**config.mk**
```make
export PLATFORM = sky130hd
export DESIGN_NAME = program_counter
export DESIGN_NICKNAME = d
export VERILOG_FILES = /design/src/rtl/program_counter.sv
export SDC_FILE = /design/constraint.sdc
export NUM_CORES = 1
export LEC_CHECK = 0
export ABC_CLOCK_PERIOD_IN_PS = 1850
export CORE_MARGIN = 2
export CORE_UTILIZATION = 36
export DETAILED_ROUTE_END_ITERATION = 10
export GPL_TIMING_DRIVEN = 0
export PLACE_DENSITY_LB_ADDON = 0.15
export SLEW_MARGIN = 20
export SYNTH_ARGS = -nofsm -noshare
export SYNTH_HDL_FRONTEND = slang
export SYNTH_SLANG_ARGS = --single-unit
```
**constraint.sdc**
```tcl
create_clock -name clk -period 1.85 [get_ports clk]
set_clock_uncertainty 0.1 [all_clocks]
set_input_delay 0.555 -clock clk [delete_from_list [all_inputs] [get_ports clk]]
set_output_delay 0.555 -clock clk [all_outputs]
set_load 0.1 [all_outputs]
```
**src/rtl/program_counter.sv**
```systemverilog
// Registered program counter with an optional hardware return-address stack.
// The stack is compiled in only when the macro PC_RETURN_STACK_EN is defined.
// Without it, call behaves as a plain jump, ret is ignored, and all stack and
// flag outputs are tied to their idle values.
//
// Per-edge priority: reset, call&&ret, ret, call, load, inc, hold.
// Every output is a register or a direct decode of one.
module program_counter #(
   parameter int WIDTH = 16,
   parameter int DEPTH = 4
) (
   input  logic                       clk,
   input  logic                       reset,
   input  logic [WIDTH-1:0]           in,
   input  logic                       load,
   input  logic                       inc,
   input  logic                       call,
   input  logic                       ret,
   output logic [WIDTH-1:0]           out,
   output logic [$clog2(DEPTH+1)-1:0] stack_depth,
   output logic                       stack_empty,
   output logic                       stack_full,
   output logic                       overflow,
   output logic                       underflow,
   output logic                       conflict
);

   localparam int DW = $clog2(DEPTH+1);

   logic [WIDTH-1:0] out_q;
   logic [WIDTH-1:0] out_d;

   // Program counter register; reset wins over every other control.
   always_ff @(posedge clk) begin
      if (reset) begin
         out_q <= '0;
      end else begin
         out_q <= out_d;
      end
   end

   assign out = out_q;

`ifdef PC_RETURN_STACK_EN

   localparam int            PW        = $clog2(DEPTH);
   localparam logic [DW-1:0] DEPTH_MAX = DW'(DEPTH);

   // Circular storage; top_q points at the most recently pushed entry.
   // A push while full simply advances onto the oldest slot, which is how
   // the oldest return address gets discarded.
   logic [WIDTH-1:0] stack_q [DEPTH];
   logic [PW-1:0]    top_q;
   logic [PW-1:0]    top_d;
   logic [DW-1:0]    depth_q;
   logic [DW-1:0]    depth_d;
   logic             overflow_q;
   logic             overflow_d;
   logic             underflow_q;
   logic             underflow_d;
   logic             conflict_q;
   logic             conflict_d;
   logic             push_en;
   logic [WIDTH-1:0] ret_addr;

   // Return address is the pre-update PC plus one, wrapping at 2^WIDTH.
   assign ret_addr = out_q + WIDTH'(1);

   // Next-state decode following the per-edge priority order.
   always_comb begin
      out_d       = out_q;
      top_d       = top_q;
      depth_d     = depth_q;
      overflow_d  = overflow_q;
      underflow_d = underflow_q;
      conflict_d  = conflict_q;
      push_en     = 1'b0;
      if (call && ret) begin
         // Ambiguous request: hold everything and record it.
         conflict_d = 1'b1;
      end else if (ret) begin
         if (depth_q != '0) begin
            out_d   = stack_q[top_q];
            top_d   = top_q - PW'(1);
            depth_d = depth_q - DW'(1);
         end else begin
            underflow_d = 1'b1;
         end
      end else if (call) begin
         out_d   = in;
         push_en = 1'b1;
         top_d   = top_q + PW'(1);
         if (depth_q == DEPTH_MAX) begin
            overflow_d = 1'b1;
         end else begin
            depth_d = depth_q + DW'(1);
         end
      end else if (load) begin
         out_d = in;
      end else if (inc) begin
         out_d = out_q + WIDTH'(1);
      end
   end

   // Stack bookkeeping and sticky flags; flags only clear on reset.
   always_ff @(posedge clk) begin
      if (reset) begin
         top_q       <= '0;
         depth_q     <= '0;
         overflow_q  <= 1'b0;
         underflow_q <= 1'b0;
         conflict_q  <= 1'b0;
      end else begin
         top_q       <= top_d;
         depth_q     <= depth_d;
         overflow_q  <= overflow_d;
         underflow_q <= underflow_d;
         conflict_q  <= conflict_d;
      end
   end

   // Stack storage write; contents are not reset since depth marks validity.
   always_ff @(posedge clk) begin
      if (push_en && !reset) begin
         stack_q[top_d] <= ret_addr;
      end
   end

   assign stack_depth = depth_q;
   assign stack_empty = (depth_q == '0);
   assign stack_full  = (depth_q == DEPTH_MAX);
   assign overflow    = overflow_q;
   assign underflow   = underflow_q;
   assign conflict    = conflict_q;

`else

   // ret has no meaning without a stack.
   logic unused_ret;
   assign unused_ret = ret;

   // Next-state decode: call is an ordinary jump, ret falls through.
   always_comb begin
      out_d = out_q;
      if (call || load) begin
         out_d = in;
      end else if (inc) begin
         out_d = out_q + WIDTH'(1);
      end
   end

   assign stack_depth = DW'(0);
   assign stack_empty = 1'b1;
   assign stack_full  = 1'b0;
   assign overflow    = 1'b0;
   assign underflow   = 1'b0;
   assign conflict    = 1'b0;

`endif

endmodule

```
==> impl_results.md, run 1 <==
* Io pins at 46
* Vias at 964
* Area share of the leading cell type in the synthesized netlist at 0.336
* Drt drc at 0
* Worst setup SP type: flip-flop
* Routed Antenna Nets at 0
* Sequence of cells on the critical path: buf_2
* Tcrit/Tclk final at 0.963
* Internal Power at 0.550 mW
* Cell with the most instances after synthesis: nor2_1
* Final Core Density at 0.542
* Wire per inst at 13.2 um
* Grt ovf at 0
* DIE HEIGHT at 55.4 um
* Synth area leader: dfxtp_1
* PwrDens at 755 mW/mm^2
* Minimum clock period after layout at 1780 ps
* Mapped Avg Cell Area at 8.21 um^2
* Sink Count at 16
* Post-Syn Instances at 116
* Max FFs per register at 16
* Final non-filler cell total at 189
* DRT iter0 DRCs at 12
* Die span in x at 55.4 um
* Net Sw Power at 0.472 mW
* Post-synthesis cell area at 952 um^2
* Dpl hpwl at 1870 um
* H-tree lvl count at 1
* Cell Rows at 18
* Seq/Total Area, Yosys at 0.336
* Synth cell count leaders: 19 x nor2_1, 16 x dfxtp_1, 11 x a211oi_1
* Net Sw Frac at 0.462
* TritonCTS buffer count at 3
* Max Fclk at 561 MHz
* Vias per cell at 5.10
* Root buf cell: clkbuf_4
* Asr flop ratio synth at 0
* Gp weighted congestion at 0.792
* Crit Path Max Fanout at 5
* Core area at 0.00250 mm^2
* Setup WS post-layout at 68.6 ps
* Final wirelength at 2500 um
* Synth warn at 0
* Sequential Power Share at 0.392
* Static Leak at 0.521 nW
* Port-buffer cells at 34
* Clock Tree Buf Depth at 2
* Number of buffers and inverters on the critical path at 1
* Synth area leaders: dfxtp_1 34%, a211oi_1 8.7%, nor2_1 7.5%
* First-pass iteration count of the detailed router at 4
* Clk pin slew, worst setup/hold paths at 100 ps
* Die ar. at 0.00307 mm^2
* Post-CTS Setup Inserts at 0
* Prevailing post-synth register cell: dfxtp_1
* TritonCTS clock tree: built
* Clock Latency Late Sink at 290 ps
* Largest net degree at the start of global routing at 20
* Global Route Usage Sum at 0.163
* # setup viols final at 0
* Clk pwr share at 0.199
* EDFF count, synth at 0
* Initial core utilization at 0.381
* Global-route wire length before repair at 4020 um
* Area Overhead vs Synth at 42.2%
* Final Hold Vio Count at 0
* Final nets at 183
* Slowest-stage cell, CP: buf_2
* Peak supply drop at 0.000477 V
* Vias in the first global route at 889
* Hold buffers post-CTS at 0
* Ant diodes at 0
* Max Slew Vio Count at 0
* Placed Instances at 186
* Initial antenna violation count at 0
* CP Class: reg2out
* Worst setup EP type: output pin
* Unique masters post-synth at 28
* Max cap viols at 0
* Comb power frac at 0.409
* Top delay family on crit path: buffers and inverters
* RSZ-0062 raised after global routing: no
* Worst Hold Class: in2reg
* Status: complete, no violations
* Pre-CTS WS at -467 ps
* Slowest stage delay, CP at 430 ps
* Fraction of layout cells with a size suffix above 1 at 0.321
* FF+latch count, synth at 16
* CP Data Required Time at 1190 ps
* Worst Path Arrival at 1130 ps
-- cells in the final DEF, fill, tap and decap left out, types with 3 or more instances in the layout --
master	netlist	routed
and3_1	3	3
nand2_1	3	3
nand4_1	4	4
clkbuf_1	3	3
buf_4	9	9
xnor2_1	7	7
nor4_1	7	7
buf_2	1	17
a211oi_1	11	11
clkdlybuf4s50_1	0	18
xor2_1	3	3
dfxtp_4	0	15
conb_1	2	8
nand3_1	6	6
nor2_1	19	18
nor3_1	4	4
clkbuf_4	1	4
-- stage by stage --
stage               hold slack (ps)  cell area, um^2  power [mW]  TNS [ps]
CTS                             385             1360        1.03         0
finish                          385             1350        1.02         0
floorplan                       571             1030       0.742         0
detailed placement              428             1410       0.852     -9890
global route                    390             1350        1.06         0
global placement                396             1410       0.848     -8910
-- layout make-up --
type | instances | area [um^2]
Fill cell | 254 | 1150
Multi-Input combinational cell | 89 | 547
Sequential cell | 16 | 377
Timing Repair Buffer | 34 | 260
Buffer | 14 | 98.8
Tap cell | 30 | 37.5
Clock buffer | 4 | 26.3
Inverter | 2 | 7.51
-- power groups by stage --
stage          sequential (mW)  combinational (mW)  clock (mW)
4_1_cts                  0.402               0.419       0.206
3_5_place_dp             0.410               0.442           0
3_3_place_gp             0.408               0.439           0
2_1_floorplan            0.588               0.154           0
5_1_grt                  0.406               0.435       0.218
6_report                 0.401               0.418       0.204
-- routing by layer --
metal | up-vias | track usage | wire, um
li1 | 489 | - | -
met1 | 443 | 0.195 | 1080
met2 | 27 | 0.282 | 1240
met3 | 5 | 0.0351 | 138
met4 | 0 | 0.0627 | 39
met5 | - | 0 | 0
-- final timing paths --
check	start	end	slack (ps)	cells after the start
max	out[0]$_SDFFE_PP0P_	out[0]	70	1
min	reset	out[6]$_SDFFE_PP0P_	380	2
max reg2reg	out[0]$_SDFFE_PP0P_	out[12]$_SDFFE_PP0P_	150	5
min reg2reg	out[15]$_SDFFE_PP0P_	out[15]$_SDFFE_PP0P_	440	2
-- repair_timing --
action / CTS / global route
gates resized for setup: 79 / 2
cloned: 0 / 0
endpoints found under the setup margin: 26 / 8
pin swaps: 0 / 0
-- logic make-up after synthesis --
| group | share of synthesized area |
|---|---|
| AND/OR/NAND/NOR | 0.309 |
| buffers and inverters | 0.116 |
| flip-flops | 0.336 |
| AO/OA/AOI/OAI | 0.116 |
| XOR/XNOR | 0.0920 |
| other | 0.00789 |
| adder cells (fa/ha/maj) | 0.0131 |
| multiplexers | 0.0105 |
No activity file was read; power rests on OpenSTA's default activity.
==> inputs of run 2 (changes only) <==
- ABC_CLOCK_PERIOD_IN_PS: 1850 -> 2100
- CORE_UTILIZATION: 36 -> 42
- clock period: 1.85 -> 2.1 ns (I/O delays scaled with it)
==> run 2 against run 1 <==
Die area fell by 13%. Power fell by 7.0%. Count of clock-buffer cells in the layout did not move. Worst setup slack improved by 29 ps. Largest power group unchanged.
==> impl_results.md, run 2 (synthesized netlist as in run 1, its figures left out) <==
* Dpl hpwl at 1810 um (was 1870 um)
* H-tree lvl count at 1 (unchanged)
* Sink Count at 16 (unchanged)
* Die ar. at 0.00266 mm^2 (was 0.00307 mm^2)
* Worst-margin pin slew at 547 ps
* Peak supply drop at 0.000350 V (was 0.000477 V)
* Area Overhead vs Synth at 49.3% (was 42.2%)
* Sequence of cells on the critical path: clkdlybuf4s15_2 (was buf_2)
* FF/Latch Area at 339 um^2 (was 377 um^2)
* Clk pwr share at 0.218 (was 0.199)
* Most frequent cells in the layout: 19 x nor2_1, 18 x clkdlybuf4s50_1, 16 x clkdlybuf4s15_2 (was 18 x nor2_1, 18 x clkdlybuf4s50_1, 17 x buf_2)
* Crit Path Max Fanout at 5 (unchanged)
* Final Core Density at 0.655 (was 0.542)
* Vias at 960 (was 964)
* Post-Place Cell Area at 0.00137 mm^2 (was 0.00141 mm^2)
* Vias per cell at 5.13 (was 5.10)
* Status: complete, no violations (unchanged)
* Port-buffer cells at 34 (unchanged)
* Worst Hold Class: reg2reg (was in2reg)
* Clock Latency Late Sink at 290 ps (about the same)
* Top delay family on crit path: buffers and inverters (unchanged)
* Commonest non-fill, non-tap cell in the layout: nor2_1
* Grt ovf at 0 (unchanged)
* Sequential Power Share at 0.381 (was 0.392)
* Max Slew Vio Count at 0 (unchanged)
* Origin of the worst setup path: out[0]$_SDFFE_PP0P_ (unchanged)
* Net Sw Frac at 0.434 (was 0.462)
* TritonCTS clock tree: built (unchanged)
* Tcrit/Tclk final at 0.954
* Ant diodes at 0 (unchanged)
* Max Fclk at 499 MHz
* Slowest-stage cell, CP: clkdlybuf4s15_2 (was buf_2)
* CP Data Required Time at 1370 ps (was 1190 ps)
* Minimum hold slack at 408 ps (was 385 ps)
* Drt drc at 0 (unchanged)
* First-pass iteration count of the detailed router at 4 (unchanged)
* Minimum clock period after layout at 2000 ps
* Gp weighted congestion at 0.813 (was 0.792)
* Global Route Usage Sum at 0.201 (was 0.163)
* Static Leak at 0.514 nW (was 0.521 nW)
* Post-CTS Setup Inserts at 0 (unchanged)
* Worst slew margin at 0.637
* Die span in x at 51.6 um (was 55.4 um)
* Root buf cell: clkbuf_4 (unchanged)
* Global-route wire length before repair at 4090 um (was 4020 um)
* Fraction of layout cells with a size suffix above 1 at 0.321 (unchanged)
* Initial core utilization at 0.439 (was 0.381)
* DRT iter0 DRCs at 8 (was 12)
* Filler cell count at 204 (was 254)
* Io pins at 46 (unchanged)
* Number of buffers and inverters on the critical path at 1 (unchanged)
* Multi-input gate area at 544 um^2 (was 547 um^2)
* Worst r2r src: out[0]$_SDFFE_PP0P_ (unchanged)
* Initial antenna violation count at 0 (unchanged)
* Overall Power at 0.951 mW (was 1.02 mW)
* TritonCTS buffer count at 3 (unchanged)
* Net Sw Power at 0.413 mW (was 0.472 mW)
* DIE HEIGHT at 51.6 um (was 55.4 um)
* Clk pin slew, worst setup/hold paths at 100 ps (about the same)
* Slowest stage delay, CP at 570 ps (was 430 ps)
* Final Hold Vio Count at 0 (unchanged)
* RSZ-0062 raised after global routing: no (unchanged)
* Clock Tree Buf Depth at 2 (unchanged)
* Routed Antenna Nets at 0 (unchanged)
* PwrDens at 669 mW/mm^2 (was 755 mW/mm^2)
* Max cap viols at 0 (unchanged)
* Finished Cell Area at 0.00142 mm^2 (was 0.00135 mm^2)
* Setup_tns at 0 ps (unchanged)
* Min-delay src: out[15]$_SDFFE_PP0P_ (was reset)
* Comb power frac at 0.401 (was 0.409)
* CP Class: reg2out (unchanged)
* Worst setup SP type: flip-flop (unchanged)
* Worst setup EP type: output pin (unchanged)
* Wire per inst at 12.6 um (was 13.2 um)
* Final wirelength at 2360 um (was 2500 um)
* Largest net degree at the start of global routing at 11 (was 20)
* Vias in the first global route at 933 (was 889)
* Cell Rows at 17 (was 18)
* Max FFs per register at 16 (unchanged)
* # setup viols final at 0 (unchanged)
* Internal Power at 0.539 mW (was 0.550 mW)
* Final nets at 183 (unchanged)
* Worst Path Arrival at 1270 ps (was 1130 ps)
* Core area at 0.00217 mm^2 (was 0.00250 mm^2)
run 2: cell types whose count changed in the layout (fill, tap and decap cells not counted), sizes merged:
cell,previous run,this run
buf,27,11
clkdlybuf4s15,0,16
run 2: path summary, 6_finish.rpt:
kind	endpoint	slack, ps	cells after the start
worst max-delay path	out[0]	100	1
worst min-delay path	out[15]$_SDFFE_PP0P_	410	2
worst max register to register	out[12]$_SDFFE_PP0P_	370	5
worst min register to register	out[15]$_SDFFE_PP0P_	410	2
run 2: per-stage QoR:
step,setup WS (ps),cells
2_1_floorplan,98.7,122
3_3_place_gp,-223,184
3_5_place_dp,-242,184
4_1_cts,64.9,188
5_1_grt,64.2,187
6_report,97.6,187
run 2: power by group through the flow:
stage / clock network (mW) / registers, mW / logic, mW
6_report: 0.207 / 0.362 / 0.382
5_1_grt: 0.221 / 0.366 / 0.399
4_1_cts: 0.216 / 0.362 / 0.383
3_5_place_dp: 0 / 0.369 / 0.388
3_3_place_gp: 0 / 0.367 / 0.386
2_1_floorplan: 0 / 0.525 / 0.136
run 2: what timing repair did:
| item | in CTS | in global routing |
|---|---|---|
| resized for setup | 48 | 0 |
| endpoints found under the setup margin | 16 | 10 |
| hold buffers | 0 | 0 |
run 2: final cells by class:
class,count,share of cell area
multi-input combinational,89,0.383
timing repair buffer,34,0.254
sequential,16,0.239
buffer,14,0.0695
clock buffer,4,0.0255
tap,28,0.0246
inverter,2,0.00528
run 2: worst min-delay path: cells and delay by family, from the launching register on:
kind	cells	cell delay, ps
AOI/OAI and AO/OA	2	140
DFF	1	330
run 2: per-layer routing:
metal  vias up  track usage  routed length, um
met4         0       0.0877                 11
met1       446        0.256               1090
met5         -            0                  0
li1        492            -                  -
met3         2       0.0287                101
met2        20        0.335               1160
